===== config.mk =====
export PLATFORM = sky130hd
export DESIGN_NAME = clkdiv_multi
export DESIGN_NICKNAME = d
export VERILOG_FILES = /design/src/rtl/clkdiv_multi_pkg.sv /design/src/rtl/clkdiv_multi_chan.sv /design/src/rtl/clkdiv_multi.sv
export SDC_FILE = /design/constraint.sdc
export NUM_CORES = 1
export LEC_CHECK = 0
export BUFFER_PORTS_ARGS = -buffer_cell sky130_fd_sc_hd__buf_4
export CORE_MARGIN = 3
export CORE_UTILIZATION = 45
export CTS_CLUSTER_SIZE = 10
export DETAILED_ROUTE_END_ITERATION = 16
export SYNTH_ARGS = -nofsm -noshare
export SYNTH_HDL_FRONTEND = slang
export SYNTH_SLANG_ARGS = --single-unit

===== constraint.sdc =====
create_clock -name hclkin -period 3.49 [get_ports hclkin]
set_clock_uncertainty 0.05 [all_clocks]
set_input_delay 0.698 -clock hclkin [delete_from_list [all_inputs] [get_ports hclkin]]
set_output_delay 0.698 -clock hclkin [all_outputs]
set_load 0.05 [all_outputs]

===== src/rtl/clkdiv_multi_pkg.sv =====
// clkdiv_multi_pkg: shared defaults and divisor helper functions for the
// multi-channel fabric clock divider.
// Optional build macro: CLKDIV_MULTI_CALIB_EN (enables calib phase-slip logic).
package clkdiv_multi_pkg;

  // Default divisor width; the largest usable divisor is 2^DIV_W-1.
  localparam int DEF_DIV_W = 8;

  // Divisor every channel runs with straight out of reset.
  localparam int DEF_DEFAULT_DIV = 4;

  // Smallest divisor that still produces a real clock (one high, one low).
  localparam int unsigned MIN_DIV = 32'd2;

  // Requested divisors of 0 or 1 cannot form a period; treat them as 2.
  function automatic int unsigned clamp_div(input int unsigned value);
    return (value < MIN_DIV) ? MIN_DIV : value;
  endfunction

  // Number of high cycles in a period of n; odd n gets the extra cycle high.
  function automatic int unsigned high_len(input int unsigned n);
    return (n + 32'd1) >> 1;
  endfunction

endpackage


===== src/rtl/clkdiv_multi_chan.sv =====
// clkdiv_multi_chan: one divider channel. Holds the period counter, the
// active and pending divisors and the optional calib slip logic. All outputs
// are registered and aligned with the counter value they describe.
// Optional build macro: CLKDIV_MULTI_CALIB_EN (calib rising edge holds cnt
// for one cycle; when undefined calib is ignored and cnt never holds).
module clkdiv_multi_chan
  import clkdiv_multi_pkg::*;
#(
  parameter int DIV_W       = DEF_DIV_W,
  parameter int DEFAULT_DIV = DEF_DEFAULT_DIV
) (
  input  logic             hclkin,
  input  logic             resetn,
  input  logic [DIV_W-1:0] div_value,
  input  logic             div_load,
  input  logic             calib,
  output logic             clkout,
  output logic             ce,
  output logic             div_ack,
  output logic             div_pending
);

  localparam logic [DIV_W-1:0] ONE     = DIV_W'(1);
  localparam logic [DIV_W-1:0] RST_DIV = DIV_W'(DEFAULT_DIV);

  logic [DIV_W-1:0] cnt_reg,     cnt_next;
  logic [DIV_W-1:0] active_reg,  active_next;
  logic [DIV_W-1:0] pending_reg, pending_next;
  logic             pending_valid_reg, pending_valid_next;
  logic             clkout_reg, clkout_next;
  logic             ce_reg,     ce_next;
  logic             ack_reg,    ack_next;
  logic [DIV_W-1:0] load_div;
  logic             hold;

  // Clamped form of the requested divisor, ready to drop into pending.
  assign load_div = DIV_W'(clamp_div(32'(div_value)));

`ifdef CLKDIV_MULTI_CALIB_EN
  logic calib_d_reg;

  // Remember the previous calib sample so only a rising edge slips the phase.
  always_ff @(posedge hclkin or negedge resetn) begin
    if (!resetn) begin
      calib_d_reg <= 1'b0;
    end else begin
      calib_d_reg <= calib;
    end
  end

  assign hold = calib & ~calib_d_reg;
`else
  logic calib_unused;

  assign calib_unused = calib;
  assign hold         = 1'b0;
`endif

  // Next counter, divisor handover at the wrap, and the output values that
  // will describe the next counter value.
  always_comb begin
    cnt_next           = cnt_reg + ONE;
    active_next        = active_reg;
    pending_next       = pending_reg;
    pending_valid_next = pending_valid_reg;
    ack_next           = 1'b0;

    if (hold) begin
      // Slip cycle: freeze the phase, including any wrap due this cycle.
      cnt_next = cnt_reg;
    end else if (cnt_reg == active_reg - ONE) begin
      cnt_next = '0;
      if (pending_valid_reg) begin
        active_next        = pending_reg;
        pending_valid_next = 1'b0;
        ack_next           = 1'b1;
      end
    end

    // A load on the wrap edge lands after the handover above, so it waits a
    // full period; a second load before the wrap simply overwrites.
    if (div_load) begin
      pending_next       = load_div;
      pending_valid_next = 1'b1;
    end

    ce_next     = !hold && (cnt_next == active_next - ONE);
    clkout_next = hold ? clkout_reg
                       : (32'(cnt_next) < high_len(32'(active_next)));
  end

  // State and output registers.
  always_ff @(posedge hclkin or negedge resetn) begin
    if (!resetn) begin
      cnt_reg           <= '0;
      active_reg        <= RST_DIV;
      pending_reg       <= '0;
      pending_valid_reg <= 1'b0;
      clkout_reg        <= 1'b0;
      ce_reg            <= 1'b0;
      ack_reg           <= 1'b0;
    end else begin
      cnt_reg           <= cnt_next;
      active_reg        <= active_next;
      pending_reg       <= pending_next;
      pending_valid_reg <= pending_valid_next;
      clkout_reg        <= clkout_next;
      ce_reg            <= ce_next;
      ack_reg           <= ack_next;
    end
  end

  assign clkout      = clkout_reg;
  assign ce          = ce_reg;
  assign div_ack     = ack_reg;
  assign div_pending = pending_valid_reg;

endmodule


===== src/rtl/clkdiv_multi.sv =====
// clkdiv_multi: CHANNELS independent programmable clock dividers running
// from the single fast clock hclkin. Each channel gets its own slice of
// div_value and its own load / calib strobes.
// Optional build macro: CLKDIV_MULTI_CALIB_EN (enables calib phase slips).
module clkdiv_multi
  import clkdiv_multi_pkg::*;
#(
  parameter int CHANNELS    = 2,
  parameter int DIV_W       = DEF_DIV_W,
  parameter int DEFAULT_DIV = DEF_DEFAULT_DIV
) (
  input  logic                      hclkin,
  input  logic                      resetn,
  input  logic [CHANNELS*DIV_W-1:0] div_value,
  input  logic [CHANNELS-1:0]       div_load,
  input  logic [CHANNELS-1:0]       calib,
  output logic [CHANNELS-1:0]       clkout,
  output logic [CHANNELS-1:0]       ce,
  output logic [CHANNELS-1:0]       div_ack,
  output logic [CHANNELS-1:0]       div_pending
);

  genvar gi;

  // One self-contained divider per channel; no shared state between them.
  generate
    for (gi = 0; gi < CHANNELS; gi++) begin : g_chan
      clkdiv_multi_chan #(
        .DIV_W       (DIV_W),
        .DEFAULT_DIV (DEFAULT_DIV)
      ) u_chan (
        .hclkin      (hclkin),
        .resetn      (resetn),
        .div_value   (div_value[gi*DIV_W +: DIV_W]),
        .div_load    (div_load[gi]),
        .calib       (calib[gi]),
        .clkout      (clkout[gi]),
        .ce          (ce[gi]),
        .div_ack     (div_ack[gi]),
        .div_pending (div_pending[gi])
      );
    end
  endgenerate

endmodule


==> flow_summary.ini, run 1 <==
[sta]
fin_crit_sh_pct = 103
drv_slew = 0
period_needed_ns = 3.61
hold_viol = 0
timing.final.ws_setup_ns = -0.118
timing.final.setup_violations = 1
timing.hold.ws_ns = 0.365
fin_setup_tns_ns = -0.118
slew_headroom_pct = 51.1
rsz0062_at_grt = true
max_freq_ghz = 0.277
worst_pin_slew_ns = 0.733

[setup_path]
r2r-end = g_chan[1].u_chan.clkout
critPathKind = reg -> reg
start_kind = register
cp_slowest_stage_delay_ns = 0.43
r2r_cells = 17
worstPathRequired_ns = 3.65
r2r-start = g_chan[1].u_chan.active_reg[0]
cp.depth = 17
critical_path_buf_inv_count = 2
crit_slowest_cell = dfrtp_1
cp_top_family = simple AND/OR/NAND/NOR gates
ff2ff_setup_slack_ns = -0.12
cp_cell_sequence = inv_1 > ha_2 > nor3b_4 > nand2_2 > xnor2_2 > nor4_4 > nand3_4 > mux2i_1 > inv_1 > ha_4 > nand2_2 > or3_4 > or3_4 > ha_4 > nand3_1 > nor3_2 > a211oi_2
critical_path.max_fanout = 4
crit_path_end_kind = register
worstPathArrival_ns = 3.77

[power]
powerDensity_mw_per_mm2 = 222
p_int_uw = 843
clkPwrFrac_pct = 32.6
ir_worst_vdd_mv = 0.195
power.leakage_uw = 0.00236
p_comb_share_pct = 6.0
switchingPower_uw = 281
p_sw_share_pct = 25.0
pwr-share-seq_pct = 61.4

[clock_network]
clkLatencyLatePin_ns = 0.31
clk_path_buf_depth = 2
cts_buffers = 5
cts_sinks = 56
root_buffer = clkbuf_8
cts_tree = built
htreeDepth = 2
cts-hold-fix-buffers = 0
clk_pin_slew_ns = 0.11

[status]
status = complete, but fails checks
failed_checks = setup timing

[die]
initial_core_util_pct = 46.9
die_h_um = 102
core_mm2 = 0.00881
ios = 30
rows = 34
die_w_um = 102
dieArea_mm2 = 0.0104

[yosys]
synthCells = 418
synth_area_mm2 = 0.00413
synth-edff-count = 0
synth.distinct_cells = 68
syn_area_per_cell_um2 = 9.88
synth_seq_cells = 56
synth_area_leader_cell = dfrtp_1
synthesis.nets = 462
synth-main-ff-cell = dfrtp_1
synth_top_area_share_pct = 32.7
yosysWarningCount = 0
ys_seq_area_share_pct = 34.0
synth_area_leaders = dfrtp_1 33%, xnor2_1 8.7%, ha_1 6.7%, mux2_2 4.6%, mux2i_1 3.9%
async_reset_ff_share_pct = 100

[global_route]
grt_pass1_wl_um = 15900
grt_overflow = 0
grt_max_degree = 57
first_global_vias = 3206
grt_usage_pct = 19.7
antenna_found_initial = 0

[final_layout]
design_area_mm2 = 0.00506
final_common_cell = buf_4
syn_to_final_growth_pct = 22.6
antenna_cells = 0
drive_gt1_share_pct = 35.0
nNetsFinal = 532
layout_common_cells = 83 x buf_4, 54 x dfrtp_1, 39 x xnor2_1, 24 x nor2_1, 19 x inv_1

[routing]
post_drt_wl_per_cell_um = 16.2
wl_met3_um = 487
antenna_left = 0
detail_route.first_pass.iterations = 4
avgViaCountPerCell = 5.43
drt-total-wl_um = 9650
met2WireLength_um = 4270
drc = 0
dr.max_layer_used = met4
vias = 3242
drt_iter0_markers = 188
m1WireLength_um = 4800

[placed_design]
place_area_mm2 = 0.00477
io_buffer_count = 27
dp_worst_setup_slack_ns = -0.182
dpl.hpwl_um = 7590
place_congestion = 0.883

[job]
maxCapViolations = 0

[min_path]
hp-class = in -> async
-- cells by family (layout without fill, tap and decap cells) --
group	Yosys count	in the layout	synth area share, %
compound gates	58	58	9.57
flops	56	56	34.0
buf+inv	48	119	6.09
simple gates	135	135	19.8
mux	39	39	11.0
fa+ha+maj	22	22	6.66
xor+xnor	60	60	12.9
-- cells in the mapped netlist, types with 8 or more instances --
cell type / number
a21oi_1: 9
and3_1: 8
buf_4: 11
dfrtp_1: 54
ha_1: 22
inv_1: 23
mux2_2: 17
mux2i_1: 16
nand2_1: 18
nand3_1: 18
nor2_1: 25
nor3_1: 10
o21ai_0: 12
xnor2_1: 41
xor2_1: 18
-- per-stage QoR --
stage               cells  util (%)  total power, uW
floorplan             418         -              726
global placement      583      54.2              768
detailed placement    583      54.2              771
CTS                   591      55.3             1140
global route          597      57.5             1180
finish                597      57.5             1120
-- how the worst max path moves through the flow --
stage                                    to                            from  slack, ns
floorplan           g_chan[1].u_chan.clkout  g_chan[1].u_chan.active_reg[0]      -0.12
global placement    g_chan[1].u_chan.clkout  g_chan[1].u_chan.active_reg[3]      -0.07
detailed placement  g_chan[1].u_chan.clkout  g_chan[1].u_chan.active_reg[0]      -0.18
CTS                 g_chan[1].u_chan.clkout  g_chan[1].u_chan.active_reg[0]      -0.21
global route        g_chan[1].u_chan.clkout  g_chan[1].u_chan.active_reg[1]      -0.33
finish              g_chan[1].u_chan.clkout  g_chan[1].u_chan.active_reg[0]      -0.12
-- layout make-up --
type / instances / area (um2)
flip-flops and latches: 56 / 1400
clock buffers: 5 / 68.8
clock inverters: 3 / 18.8
well taps: 108 / 135
multi-input cells: 314 / 2660
inverters: 24 / 90.1
repair buffers: 87 / 686
fillers: 767 / 3740
-- power by group through the flow --
| stage | Combinational (uW) | Clock, uW | Sequential [uW] |
|---|---|---|---|
| 6_report | 67.2 | 366 | 690 |
| 5_1_grt | 76.6 | 407 | 695 |
| 4_1_cts | 68.2 | 380 | 690 |
| 3_5_place_dp | 68.2 | 0 | 702 |
| 3_3_place_gp | 67.0 | 0 | 701 |
| 2_1_floorplan | 31.9 | 0 | 694 |
-- worst reg2reg max path, delay by kind of cell (launching register included) --
family | cells | cell delay, ns
AO/OA/AOI/OAI | 1 | 0.05
adder cells (fa/ha/maj) | 3 | 0.62
XOR/XNOR | 1 | 0.16
buffers and inverters | 2 | 0.19
multiplexers | 1 | 0.16
AND/OR/NAND/NOR | 9 | 1.86
flip-flops | 1 | 0.43
-- metal layers --
layer,vias up,GRT usage (%)
li1,1605,-
met1,1555,30.0
met2,74,30.0
met3,8,2.75
met4,0,3.78
met5,-,0
-- what timing repair did --
action | in CTS | in global routing
buffers inserted | 0 | 6
endpoints found under the hold margin | 0 | 0
endpoints found under the setup margin | 2 | 3
pin swaps | 1 | 13
cloned | 0 | 0
gates resized for setup | 2 | 35
(Power assumes the default switching activity.)
==> run 2: changes to the inputs <==
- clock period: 3.49 -> 4.3 ns (I/O delays scaled with it)
==> run 2 against run 1 <==
The run now ends clean. Wire length fell by 8.0%. Cell count decreased by 9.0%. Largest power group unchanged. Maximum frequency shrank 8.4%. Critical endpoint unchanged. Global-route usage fell by 1.5 points.
==> flow_summary.ini, run 2 (same netlist as run 1, synthesis figures left out) <==
[routing]
vias = 3024
drt_iter0_markers = 203
antenna_left = 0
drc = 0
drt-total-wl_um = 8880
post_drt_wl_per_cell_um = 16.4
avgViaCountPerCell = 5.57
detail_route.first_pass.iterations = 4

[final_layout]
fillers = 802
nNetsFinal = 478
final_cells = 543
layout_common_cells = 54 x dfrtp_1, 41 x xnor2_1, 33 x buf_4, 25 x nor2_1, 23 x inv_1
antenna_cells = 0
syn_to_final_growth_pct = 7.54
drive_gt1_share_pct = 19.5
final_common_cell = dfrtp_1

[global_route]
grt_overflow = 0
grt_usage_pct = 18.2
antenna_found_initial = 0
grt_pass1_wl_um = 14900
first_global_vias = 2922
grt_max_degree = 57

[clock_network]
cts-hold-fix-buffers = 0
postCtsSetupRepairBufs = 0
htreeDepth = 2
clkLatencyLatePin_ns = 0.30
clk_pin_slew_ns = 0.10
root_buffer = clkbuf_8
cts_tree = built
clk_path_buf_depth = 2
cts_sinks = 56
cts_resized = 0
cts_buffers = 5

[sta]
rsz0062_at_grt = false
timing.final.setup_violations = 0
hold_viol = 0
max_freq_ghz = 0.254
drv_slew = 0
slew_headroom_pct = 52.3
worst_pin_slew_ns = 0.715
period_needed_ns = 3.94
fin_setup_tns_ns = 0
fin_crit_sh_pct = 91.6

[die]
core_mm2 = 0.00881
die_h_um = 102
ios = 30
initial_core_util_pct = 46.9
rows = 34
die_w_um = 102
dieArea_mm2 = 0.0104

[setup_path]
crit_slowest_cell = dfrtp_1
critPathKind = reg -> reg
worstPathArrival_ns = 4.10
crit_path_end_kind = register
cp_top_family = simple AND/OR/NAND/NOR gates
path_common_cell = ha_1
worstPathRequired_ns = 4.46
critical_path.max_fanout = 7
r2r_cells = 18
start_kind = register
cp_slowest_stage_delay_ns = 0.45
cp_cell_sequence = inv_1 > ha_1 > nor3b_2 > nand2_1 > xnor2_1 > nor4_2 > nand3_4 > mux2i_1 > inv_1 > ha_1 > nand2_1 > or3_1 > xnor2_1 > ha_1 > nor2b_1 > o21ai_0 > nand2b_1 > a211oi_1
critical_path_buf_inv_count = 2
cp.depth = 18

[placed_design]
io_buffer_count = 27
dpl.hpwl_um = 7000
place_congestion = 0.863
dp.cells = 535

[power]
ir_worst_vdd_mv = 0.140
powerDensity_mw_per_mm2 = 205
power.leakage_uw = 0.00209

[job]
maxCapViolations = 0

[min_path]
hold-path-cell-count = 1
hp-class = reg -> reg

[status]
status = complete, no violations
==> run 2: path summary, 6_finish.rpt <==
check	from	end	slack [ns]
max	g_chan[1].u_chan.active_reg[0]	g_chan[1].u_chan.clkout	0.36
min	g_chan[0].u_chan.pending_reg[6]	g_chan[0].u_chan.pending_reg[6]	0.47
max reg2reg	g_chan[1].u_chan.active_reg[0]	g_chan[1].u_chan.clkout	0.36
min reg2reg	g_chan[0].u_chan.pending_reg[6]	g_chan[0].u_chan.pending_reg[6]	0.47
max in group asynchronous	resetn	g_chan[1].u_chan.active_reg[4]	3.18
min in group asynchronous	resetn	g_chan[0].u_chan.cnt_reg[6]	0.55
==> run 2: cell type report <==
| class | instances | area, um2 | share of cell area (%) |
|---|---|---|---|
| multi-input cells | 314 | 2470 | 55.7 |
| flip-flops and latches | 56 | 1400 | 31.6 |
| repair buffers | 33 | 248 | 5.58 |
| well taps | 108 | 135 | 3.04 |
| clock buffers | 8 | 90.1 | 2.03 |
| inverters | 24 | 90.1 | 2.03 |
==> run 2: worst register-to-register path, stage by stage (launching register included) <==
cell and delay [ns]:
dfrtp_1 0.45, inv_1 0.09, ha_1 0.19, nor3b_2 0.22, nand2_1 0.09, xnor2_1 0.14, nor4_2 0.43, nand3_4 0.13
mux2i_1 0.21, inv_1 0.12, ha_1 0.22, nand2_1 0.11, or3_1 0.36, xnor2_1 0.15, ha_1 0.29, nor2b_1 0.13
o21ai_0 0.15, nand2b_1 0.08, a211oi_1 0.24
==> run 2: power by group <==
group | switching [uW] | total [uW] | internal, uW
registers | 18.8 | 560 | 541
logic | 25.7 | 54.0 | 28.3
clock network | 166 | 298 | 132
==> run 2: through the flow <==
stage          utilization (%)  hold WS, ns  instance area (um2)  power (uW)  setup slack (ns)
2_1_floorplan                -        0.430                 4130         589             0.608
3_3_place_gp              49.4        0.445                 4350         624             0.409
3_5_place_dp              49.4        0.451                 4350         625             0.410
5_1_grt                   50.4        0.503                 4440         955            0.0625
6_report                  50.4        0.466                 4440         912             0.359
4_1_cts                   50.4        0.474                 4440         927             0.326
==> run 2: layer usage <==
| metal | global-route usage, % | share of wire [%] | wire (um) |
|---|---|---|---|
| met3 | 2.13 | 5.1 | 449 |
| met1 | 29.8 | 52 | 4660 |
| met2 | 25.7 | 42 | 3720 |
| met5 | 0 | 0 | 0 |
| met4 | 3.37 | 0.61 | 54 |
